[src/rtl/cpu_pkg.sv]
// Shared types for the unified-memory arbiter: FSM states, owner encoding and
// the default memory latency.
package cpu_pkg;

  typedef enum logic [1:0] {
    IDLE  = 2'd0,
    ISSUE = 2'd1,
    WAIT  = 2'd2,
    RESP  = 2'd3
  } mem_arb_state_t;

  typedef enum logic {
    OWN_DATA   = 1'b0,
    OWN_IFETCH = 1'b1
  } mem_owner_t;

  localparam int MEM_LATENCY_DEFAULT = 1;
  // Latency counter holds MEM_LATENCY-1, and MEM_LATENCY is at most 15.
  localparam int CNT_W = 4;
  // Bit positions of the data and fetch requesters in req/gnt vectors.
  localparam int GNT_D = 0;
  localparam int GNT_I = 1;

endpackage

[src/rtl/mem_arbiter_if.sv]
// Bundle of the core-side fetch/data ports and the memory-side command port.
// slave = arbiter view, master = core + memory view.
interface mem_arbiter_if #(
  parameter int ADDR_W = 32,
  parameter int DATA_W = 32
);
  logic              if_req;
  logic [ADDR_W-1:0] if_addr;
  logic              if_gnt;
  logic              if_rvalid;
  logic [DATA_W-1:0] if_rdata;
  logic              d_req;
  logic              d_we;
  logic [ADDR_W-1:0] d_addr;
  logic [DATA_W-1:0] d_wdata;
  logic              d_gnt;
  logic              d_rvalid;
  logic [DATA_W-1:0] d_rdata;
  logic              mem_read;
  logic              mem_write;
  logic [ADDR_W-1:0] mem_addr;
  logic [DATA_W-1:0] mem_wdata;
  logic [DATA_W-1:0] mem_rdata;

  modport slave (
    input  if_req, if_addr, d_req, d_we, d_addr, d_wdata, mem_rdata,
    output if_gnt, if_rvalid, if_rdata, d_gnt, d_rvalid, d_rdata,
           mem_read, mem_write, mem_addr, mem_wdata
  );

  modport master (
    output if_req, if_addr, d_req, d_we, d_addr, d_wdata, mem_rdata,
    input  if_gnt, if_rvalid, if_rdata, d_gnt, d_rvalid, d_rdata,
           mem_read, mem_write, mem_addr, mem_wdata
  );
endinterface

[src/rtl/mem_arbiter_rr_arb2.sv]
// Two-requester round-robin arbiter. Grant is combinational while enabled;
// the priority flips to the other requester after every grant.
module rr_arb2
  import cpu_pkg::*;
(
  input  logic       clk,
  input  logic       reset,
  input  logic       en,
  input  logic [1:0] req,
  output logic [1:0] gnt
);

  mem_owner_t prio_q, prio_d;

  always_comb begin
    gnt    = '0;
    prio_d = prio_q;
    if (en) begin
      if (req[GNT_D] && (!req[GNT_I] || prio_q == OWN_DATA)) begin
        gnt[GNT_D] = 1'b1;
        prio_d     = OWN_IFETCH;
      end else if (req[GNT_I]) begin
        gnt[GNT_I] = 1'b1;
        prio_d     = OWN_DATA;
      end
    end
  end

  always_ff @(posedge clk or posedge reset) begin
    if (reset) prio_q <= OWN_DATA;
    else       prio_q <= prio_d;
  end

endmodule

[src/rtl/mem_arbiter.sv]
// Shares one single-port memory between instruction fetch and data load/store,
// one transaction in flight, round-robin under contention.
module mem_arbiter
  import cpu_pkg::*;
#(
  parameter int MEM_LATENCY = MEM_LATENCY_DEFAULT,
  parameter int ADDR_W      = 32,
  parameter int DATA_W      = 32
) (
  input  logic          clk,
  input  logic          reset,
  mem_arbiter_if.slave  bus
);

  mem_arb_state_t    state_q, state_d;
  logic [CNT_W-1:0]  cnt_q, cnt_d;
  logic [ADDR_W-1:0] addr_q, addr_d;
  logic [DATA_W-1:0] wdata_q, wdata_d;
  logic              we_q, we_d;
  mem_owner_t        owner_q, owner_d;
  logic              if_rvalid_q, if_rvalid_d;
  logic              d_rvalid_q, d_rvalid_d;
  logic [DATA_W-1:0] if_rdata_q, if_rdata_d;
  logic [DATA_W-1:0] d_rdata_q, d_rdata_d;
  logic [1:0]        req, gnt;
  logic              arb_en;

  assign req[GNT_D] = bus.d_req;
  assign req[GNT_I] = bus.if_req;
  // Gating with reset keeps gnt low while reset is held, even with req high.
  assign arb_en     = (state_q == IDLE) && !reset;

  rr_arb2 u_arb (
    .clk   (clk),
    .reset (reset),
    .en    (arb_en),
    .req   (req),
    .gnt   (gnt)
  );

  always_comb begin
    state_d     = state_q;
    cnt_d       = cnt_q;
    addr_d      = addr_q;
    wdata_d     = wdata_q;
    we_d        = we_q;
    owner_d     = owner_q;
    if_rvalid_d = 1'b0;
    d_rvalid_d  = 1'b0;
    if_rdata_d  = if_rdata_q;
    d_rdata_d   = d_rdata_q;
    case (state_q)
      IDLE: begin
        if (gnt[GNT_I]) begin
          addr_d  = bus.if_addr;
          we_d    = 1'b0;
          owner_d = OWN_IFETCH;
          state_d = ISSUE;
        end else if (gnt[GNT_D]) begin
          addr_d  = bus.d_addr;
          wdata_d = bus.d_wdata;
          we_d    = bus.d_we;
          owner_d = OWN_DATA;
          state_d = ISSUE;
        end
      end
      ISSUE: begin
        cnt_d   = CNT_W'(MEM_LATENCY - 1);
        state_d = (MEM_LATENCY == 1) ? RESP : WAIT;
      end
      WAIT: begin
        cnt_d = cnt_q - 1'b1;
        if (cnt_d == '0) state_d = RESP;
      end
      RESP: begin
        if (owner_q == OWN_IFETCH) begin
          if_rvalid_d = 1'b1;
          if_rdata_d  = bus.mem_rdata;
        end else begin
          d_rvalid_d = 1'b1;
          d_rdata_d  = we_q ? '0 : bus.mem_rdata;
        end
        state_d = IDLE;
      end
      default: state_d = IDLE;
    endcase
  end

  always_ff @(posedge clk or posedge reset) begin
    if (reset) begin
      state_q     <= IDLE;
      cnt_q       <= '0;
      addr_q      <= '0;
      wdata_q     <= '0;
      we_q        <= 1'b0;
      owner_q     <= OWN_DATA;
      if_rvalid_q <= 1'b0;
      d_rvalid_q  <= 1'b0;
      if_rdata_q  <= '0;
      d_rdata_q   <= '0;
    end else begin
      state_q     <= state_d;
      cnt_q       <= cnt_d;
      addr_q      <= addr_d;
      wdata_q     <= wdata_d;
      we_q        <= we_d;
      owner_q     <= owner_d;
      if_rvalid_q <= if_rvalid_d;
      d_rvalid_q  <= d_rvalid_d;
      if_rdata_q  <= if_rdata_d;
      d_rdata_q   <= d_rdata_d;
    end
  end

  // Commands decode from the state flop, so an async reset drops them at once.
  assign bus.mem_read  = (state_q == ISSUE) && !we_q;
  assign bus.mem_write = (state_q == ISSUE) && we_q;
  assign bus.mem_addr  = addr_q;
  assign bus.mem_wdata = wdata_q;
  assign bus.if_gnt    = gnt[GNT_I];
  assign bus.d_gnt     = gnt[GNT_D];
  assign bus.if_rvalid = if_rvalid_q;
  assign bus.if_rdata  = if_rdata_q;
  assign bus.d_rvalid  = d_rvalid_q;
  assign bus.d_rdata   = d_rdata_q;

endmodule

[src/flat_wrapper.sv]
// flat-port wrapper written by rule: the top's interface ports become plain ports
module mem_arbiter_flat import cpu_pkg::*;
#(
  parameter int MEM_LATENCY = MEM_LATENCY_DEFAULT,
  parameter int ADDR_W      = 32,
  parameter int DATA_W      = 32
)
  (clk, reset, bus_if_req, bus_if_addr, bus_d_req, bus_d_we, bus_d_addr, bus_d_wdata, bus_mem_rdata, bus_if_gnt, bus_if_rvalid, bus_if_rdata, bus_d_gnt, bus_d_rvalid, bus_d_rdata, bus_mem_read, bus_mem_write, bus_mem_addr, bus_mem_wdata);
  mem_arbiter_if #(.ADDR_W(ADDR_W), .DATA_W(DATA_W)) bus_i ();
  input  logic clk;
  input  logic reset;
  input wire logic [$bits(bus_i.if_req)-1:0] bus_if_req;
  input wire logic [$bits(bus_i.if_addr)-1:0] bus_if_addr;
  input wire logic [$bits(bus_i.d_req)-1:0] bus_d_req;
  input wire logic [$bits(bus_i.d_we)-1:0] bus_d_we;
  input wire logic [$bits(bus_i.d_addr)-1:0] bus_d_addr;
  input wire logic [$bits(bus_i.d_wdata)-1:0] bus_d_wdata;
  input wire logic [$bits(bus_i.mem_rdata)-1:0] bus_mem_rdata;
  output wire logic [$bits(bus_i.if_gnt)-1:0] bus_if_gnt;
  output wire logic [$bits(bus_i.if_rvalid)-1:0] bus_if_rvalid;
  output wire logic [$bits(bus_i.if_rdata)-1:0] bus_if_rdata;
  output wire logic [$bits(bus_i.d_gnt)-1:0] bus_d_gnt;
  output wire logic [$bits(bus_i.d_rvalid)-1:0] bus_d_rvalid;
  output wire logic [$bits(bus_i.d_rdata)-1:0] bus_d_rdata;
  output wire logic [$bits(bus_i.mem_read)-1:0] bus_mem_read;
  output wire logic [$bits(bus_i.mem_write)-1:0] bus_mem_write;
  output wire logic [$bits(bus_i.mem_addr)-1:0] bus_mem_addr;
  output wire logic [$bits(bus_i.mem_wdata)-1:0] bus_mem_wdata;
  assign bus_i.if_req = bus_if_req;
  assign bus_i.if_addr = bus_if_addr;
  assign bus_i.d_req = bus_d_req;
  assign bus_i.d_we = bus_d_we;
  assign bus_i.d_addr = bus_d_addr;
  assign bus_i.d_wdata = bus_d_wdata;
  assign bus_i.mem_rdata = bus_mem_rdata;
  assign bus_if_gnt = bus_i.if_gnt;
  assign bus_if_rvalid = bus_i.if_rvalid;
  assign bus_if_rdata = bus_i.if_rdata;
  assign bus_d_gnt = bus_i.d_gnt;
  assign bus_d_rvalid = bus_i.d_rvalid;
  assign bus_d_rdata = bus_i.d_rdata;
  assign bus_mem_read = bus_i.mem_read;
  assign bus_mem_write = bus_i.mem_write;
  assign bus_mem_addr = bus_i.mem_addr;
  assign bus_mem_wdata = bus_i.mem_wdata;
  mem_arbiter #(.MEM_LATENCY(MEM_LATENCY), .ADDR_W(ADDR_W), .DATA_W(DATA_W)) u_core (.clk(clk), .reset(reset), .bus(bus_i));
endmodule
[config.mk]
export PLATFORM = sky130hd
export DESIGN_NAME = mem_arbiter_flat
export DESIGN_NICKNAME = d
export VERILOG_FILES = /design/src/rtl/cpu_pkg.sv /design/src/rtl/mem_arbiter_if.sv /design/src/rtl/mem_arbiter_rr_arb2.sv /design/src/rtl/mem_arbiter.sv /design/src/flat_wrapper.sv
export SDC_FILE = /design/constraint.sdc
export NUM_CORES = 1
export LEC_CHECK = 0
export BUFFER_PORTS_ARGS = -buffer_cell sky130_fd_sc_hd__buf_4
export CAP_MARGIN = 10
export CORE_ASPECT_RATIO = 1.2
export CORE_UTILIZATION = 51
export CTS_BUF_LIST = sky130_fd_sc_hd__clkbuf_8 sky130_fd_sc_hd__clkbuf_16
export DETAILED_ROUTE_END_ITERATION = 12
export GPL_TIMING_DRIVEN = 0
export HOLD_SLACK_MARGIN = 0.08
export PLACE_DENSITY = 0.86
export SYNTH_ARGS = -nofsm -noshare
export SYNTH_HDL_FRONTEND = slang
export SYNTH_HIERARCHICAL = 1
export SYNTH_SLANG_ARGS = --single-unit
[constraint.sdc]
create_clock -name clk -period 11 [get_ports clk]
set_clock_uncertainty 0.1 [all_clocks]
set_input_delay 2.2 -clock clk [delete_from_list [all_inputs] [get_ports clk]]
set_output_delay 2.2 -clock clk [all_outputs]
set_load 0.02 [all_outputs]
-- Word-level counts from Yosys, hierarchy flattened
Cells that the tools add are included.
- input bits: 133
- register bits: 139
- output and inout bits: 134
- reduce and logical (&&, ||, !) cells: 19
- bitwise operators: 3
- muxes and demuxes: 22
- add/subtract/negate cells: 1
- eq/ne operators: 5
- operators with widths (kind ; number):
    32-bit two-way mux ; 3
    1-bit two-way mux ; 13
    2-bit AND reduction ; 5
    2-bit two-way mux ; 4
    2-bit case mux with 4 select lines ; 1
    4-bit case mux with 2 select lines ; 1
    2-bit nonzero test ; 3
    2-bit equality test (second input constant) ; 2
    1-bit logical AND ; 4
    4-bit zero test ; 1
    4-bit by 1-bit subtractor with 4-bit output (second input constant) ; 1
    1-bit zero test ; 3
    3-bit by 1-bit inequality test with 1-bit output (second input constant) ; 1
    1-bit inverter ; 3
    3-bit AND reduction ; 1
    2-bit by 1-bit equality test with 1-bit output (second input constant) ; 1
    2-bit zero test ; 1
    2-bit by 1-bit inequality test with 1-bit output (second input constant) ; 1
    1-bit logical OR ; 1

-- Logic depth before layout (Yosys ltp)
- word-level depth: 8
- gate-level depth with buffers: 11
- gate-level depth less buffers: 8

-- Cells and area by module
Netlist, hierarchy kept.
- by module, submodules not included (module ; area each (um^2) ; cells an instance ; times used):
    mem_arbiter ; 5840.6 ; 472 ; 1
    rr_arb2 ; 65.1 ; 9 ; 1

-- Worst setup path after synthesis
No wires, ideal clock.
- path type: input-to-output
- start: input port reset
- end: output port bus_d_gnt
- path slack: 5812 ps
- stages on the path: 3
- buffers on the path: 0
- arrival: 2888 ps
- cell sequence: nor2b_1 -> nand2_1 -> a21oi_1
- cells in the longest elaborated chain, start to end: 3
- RTL lines (what ; RTL line ; RTL):
    from (decl) ; flat_wrapper.sv:11 ; input logic reset;
    1-bit zero test ; mem_arbiter.sv:31 ; assign arb_en = (state_q == IDLE) && !reset;
    1-bit logical AND ; mem_arbiter.sv:31 ;
    2-bit two-way mux ; mem_arbiter_rr_arb2.sv:18 ; if (en) begin
    to (decl) ; flat_wrapper.sv:22 ; output wire logic [$bits(bus_i.d_gnt)-1:0] bus_d_gnt;
Every way passes these cells.

-- Worst setup path in the final report
- start: input port reset
- end: output port bus_d_gnt
- cells in the longest elaborated chain, start to end: 3
- RTL lines (what ; RTL line ; RTL):
    1-bit zero test ; mem_arbiter.sv:31 ;
    1-bit logical AND ; mem_arbiter.sv:31 ;
    via u_core.arb_en ; mem_arbiter.sv:26 ; logic arb_en;
    2-bit two-way mux ; mem_arbiter_rr_arb2.sv:18 ;
The timed path passes the listed nets, and every way through them passes these cells.

==> impl_results.md <==
- Setup Fix Bufs, Post-CTS: 0
- Core footprint: 11,100 sq um
- Vias in the first global route: 5,121
- WP data required: 8.70 ns
- CTS sink cnt: 139
- Initial antenna violation count: 0
- Max-Cap Viols: 0
- Max VDD drop: 0.000140 V
- Die Span Y: 120 um
- Reg2reg path depth: 10
- Non-filler cells, final: 934
- Clock tree buffer depth: 2
- Crit path arrival time: 3.17 ns
- Area grow syn2layout: 48.1%
- Gpl congestion: 0.828
- Initial core utilization: 53.0%
- Capturing point of the worst reg2reg path: u_core/bus.mem_wdata[22]
- Setup TNS: 0 ns
- TritonCTS Buffers: 17
- Cells after Synth: 481
- Worst path max stage delay: 0.29 ns
- Most common cell after layout, fill and taps aside: buf_4
- Util after Layout: 78.5%
- Site row count: 42
- Register area share after synthesis: 58.9%
- Dpl hpwl: 12,400 um
- CP most frequent cell: buf_4
- Most frequent cells in the layout: 266 x buf_4, 139 x dfrtp_1, 75 x nand2_1
- Port bufs: 266
- Tcrit/Tclk final: 49.7%
- Rel. slew slack: 67.4%
- Hold Crit Class: reg2reg
- Die area: 12,000 sq um
- Routed len/inst: 17.4 um
- Synth unique cells: 28
- Critical path launch point: reset
- Fin. Hold Viols: 0
- Slew @ Worst Pin: 0.489 ns
- Largest net degree at the start of global routing: 88
- CP endpoint kind: primary output
- Global route overflow: 0
- Syn Area/Cell: 12.3 sq um
- Pwr dens: 298 nW/um^2
- Worst-path clk slew: 0.05 ns
- Max Freq: 0.183 GHz
- Fillers: 713
- R2R setup slack: 8.35 ns
- Slew Viols, Final: 0
- Crit-path cells: buf_4, nor2b_1, nand2_1, a21oi_1, buf_4
- Placed insts: 902
- Residual DRC: 0
- Top Ports: 267
- First-pass GRT wire length: 25,400 um
- Seq cells post-synth: 139
- Final instance area: 8750 sq um
- Status: complete, no violations
- Resize count post-CTS: 0
- N_diodes: 0
- WL final: 16,300 um
- Syn_nets: 620
- CTS tree: yes
- Final Critical Period: 5.47 ns
- CTS root buf: clkbuf_16
- Final layout net count: 906
- Antenna Nets Post-Route: 0
- Max FO, Critical Path: 4
- Netlist Area Pre-Place: 5910 sq um
- Hold_buf cts: 0
- Worst Hold Depth: 2
- Vias/cell: 5.10
- Die width: 100 um
- CP max stage cell: a21oi_1
- Leakage: 4.48 nW
- Reg-to-Reg Start: u_core/state_q[0]
- Drt first pass iters: 4
- RSZ-0062 raised after global routing: no
- Clock latency at the later pin of the worst-skew pair: 0.40 ns
- Critical Path Sink: bus_d_gnt
- Total Power: 2.60 mW
- Setup CP Type: in2out
- Yosys Warn Count: 6
- Worst setup SP type: input pin
- Cell Area, Placed: 8130 sq um
- GRT Util Overall: 28.0%
- CTS HTree Levels: 4
- Layout cells sized above 1: 49.2%
- Final number of setup-violating endpoints: 0
- Routed via count: 4,759
- Initial DRC Count: 246
-- logic make-up after synthesis --
logic type / after synthesis / synth area share [%]
compound gates: 78 / 7.01
fa+ha+maj: 6 / 1.27
buf+inv: 39 / 3.26
flops: 139 / 58.9
mux: 99 / 20.0
simple gates: 120 / 9.56
-- metrics by stage --
stage	hold WS (ns)	setup WS (ns)
3_5_place_dp	0.374	5.58
2_1_floorplan	0.365	5.00
4_1_cts	0.386	5.54
3_3_place_gp	0.365	3.61
5_1_grt	0.407	5.44
6_report	0.377	5.53
-- flip-flops by register name (all words and copies together), names as in the netlist --
name and count:
u_core/state_q 2, u_core/bus.d_rvalid 1, u_core/bus.d_rdata 32, u_core/we_q 1, u_core/bus.mem_addr 32, u_core/u_arb/prio_q 1
u_core/cnt_q 4, u_core/owner_q 1, u_core/bus.mem_wdata 32, u_core/bus.if_rvalid 1, u_core/bus.if_rdata 32
-- layer usage --
layer	global-route usage [%]	vias to the layer above	wire, um
met5	0	-	0
met4	10.7	0	274
met3	7.75	21	1200
met2	51.8	216	9100
met1	29.8	2324	5690
li1	-	2198	-
-- critical path: cells and delay by family --
family	cells	cell delay, ns
simple gates	2	0.33
compound gates	1	0.29
buf+inv	2	0.34
-- Yosys cell counts --
library cell	count	share of area, %
buf_6	4	0.76
o21ai_2	1	0.15
ha_1	6	1.3
nand3_1	1	0.085
mux2i_1	34	5.8
and3_1	1	0.11
clkbuf_2	1	0.085
clkbuf_1	11	0.70
a22o_1	1	0.15
nor2b_1	2	0.21
or2_1	1	0.11
mux2_4	29	7.4
dfrtp_1	139	59
a21oi_1	3	0.25
nand2b_1	34	3.6
mux2_2	35	6.7
a2bb2oi_2	1	0.25
nand3b_1	2	0.25
or3_4	1	0.19
and2_1	1	0.11
mux2_1	1	0.19
nand2_1	75	4.8
nor2_1	2	0.13
o21ai_0	70	5.9
o31ai_1	1	0.13
buf_2	12	1.0
inv_1	11	0.70
a21oi_2	1	0.15
-- how the worst min path moves through the flow --
| stage | from | end | slack [ns] |
|---|---|---|---|
| final | u_core/bus.mem_addr[21] | u_core/bus.mem_addr[21] | 0.38 |
| after global routing | u_core/bus.d_rdata[0] | u_core/bus.d_rdata[0] | 0.41 |
| after CTS | u_core/bus.mem_addr[21] | u_core/bus.mem_addr[21] | 0.39 |
| after detailed placement | u_core/bus.mem_addr[21] | u_core/bus.mem_addr[21] | 0.37 |
| after global placement | u_core/bus.mem_addr[5] | u_core/bus.mem_addr[5] | 0.37 |
| after floorplan | u_core/cnt_q[3] | u_core/cnt_q[3] | 0.36 |
-- where the power goes --
| part | switching, mW | internal [mW] | total, mW |
|---|---|---|---|
| logic | 0.619 | 0.517 | 1.14 |
| clock network | 0.216 | 0.370 | 0.586 |
| registers | 0.141 | 0.740 | 0.881 |
-- area by class of cell --
| class | count | area [sq um] | share of cell area, % |
|---|---|---|---|
| clock buffers | 19 | 453 | 5.18 |
| clock inverters | 13 | 165 | 1.89 |
| inverters | 11 | 46.3 | 0.529 |
| repair buffers | 267 | 2020 | 23.1 |
| multi-input cells | 303 | 2230 | 25.6 |
| flip-flops and latches | 139 | 3480 | 39.8 |
| well taps | 154 | 193 | 2.20 |
| plain buffers | 28 | 151 | 1.73 |
Note: power is estimated with default switching activity, not from simulation.
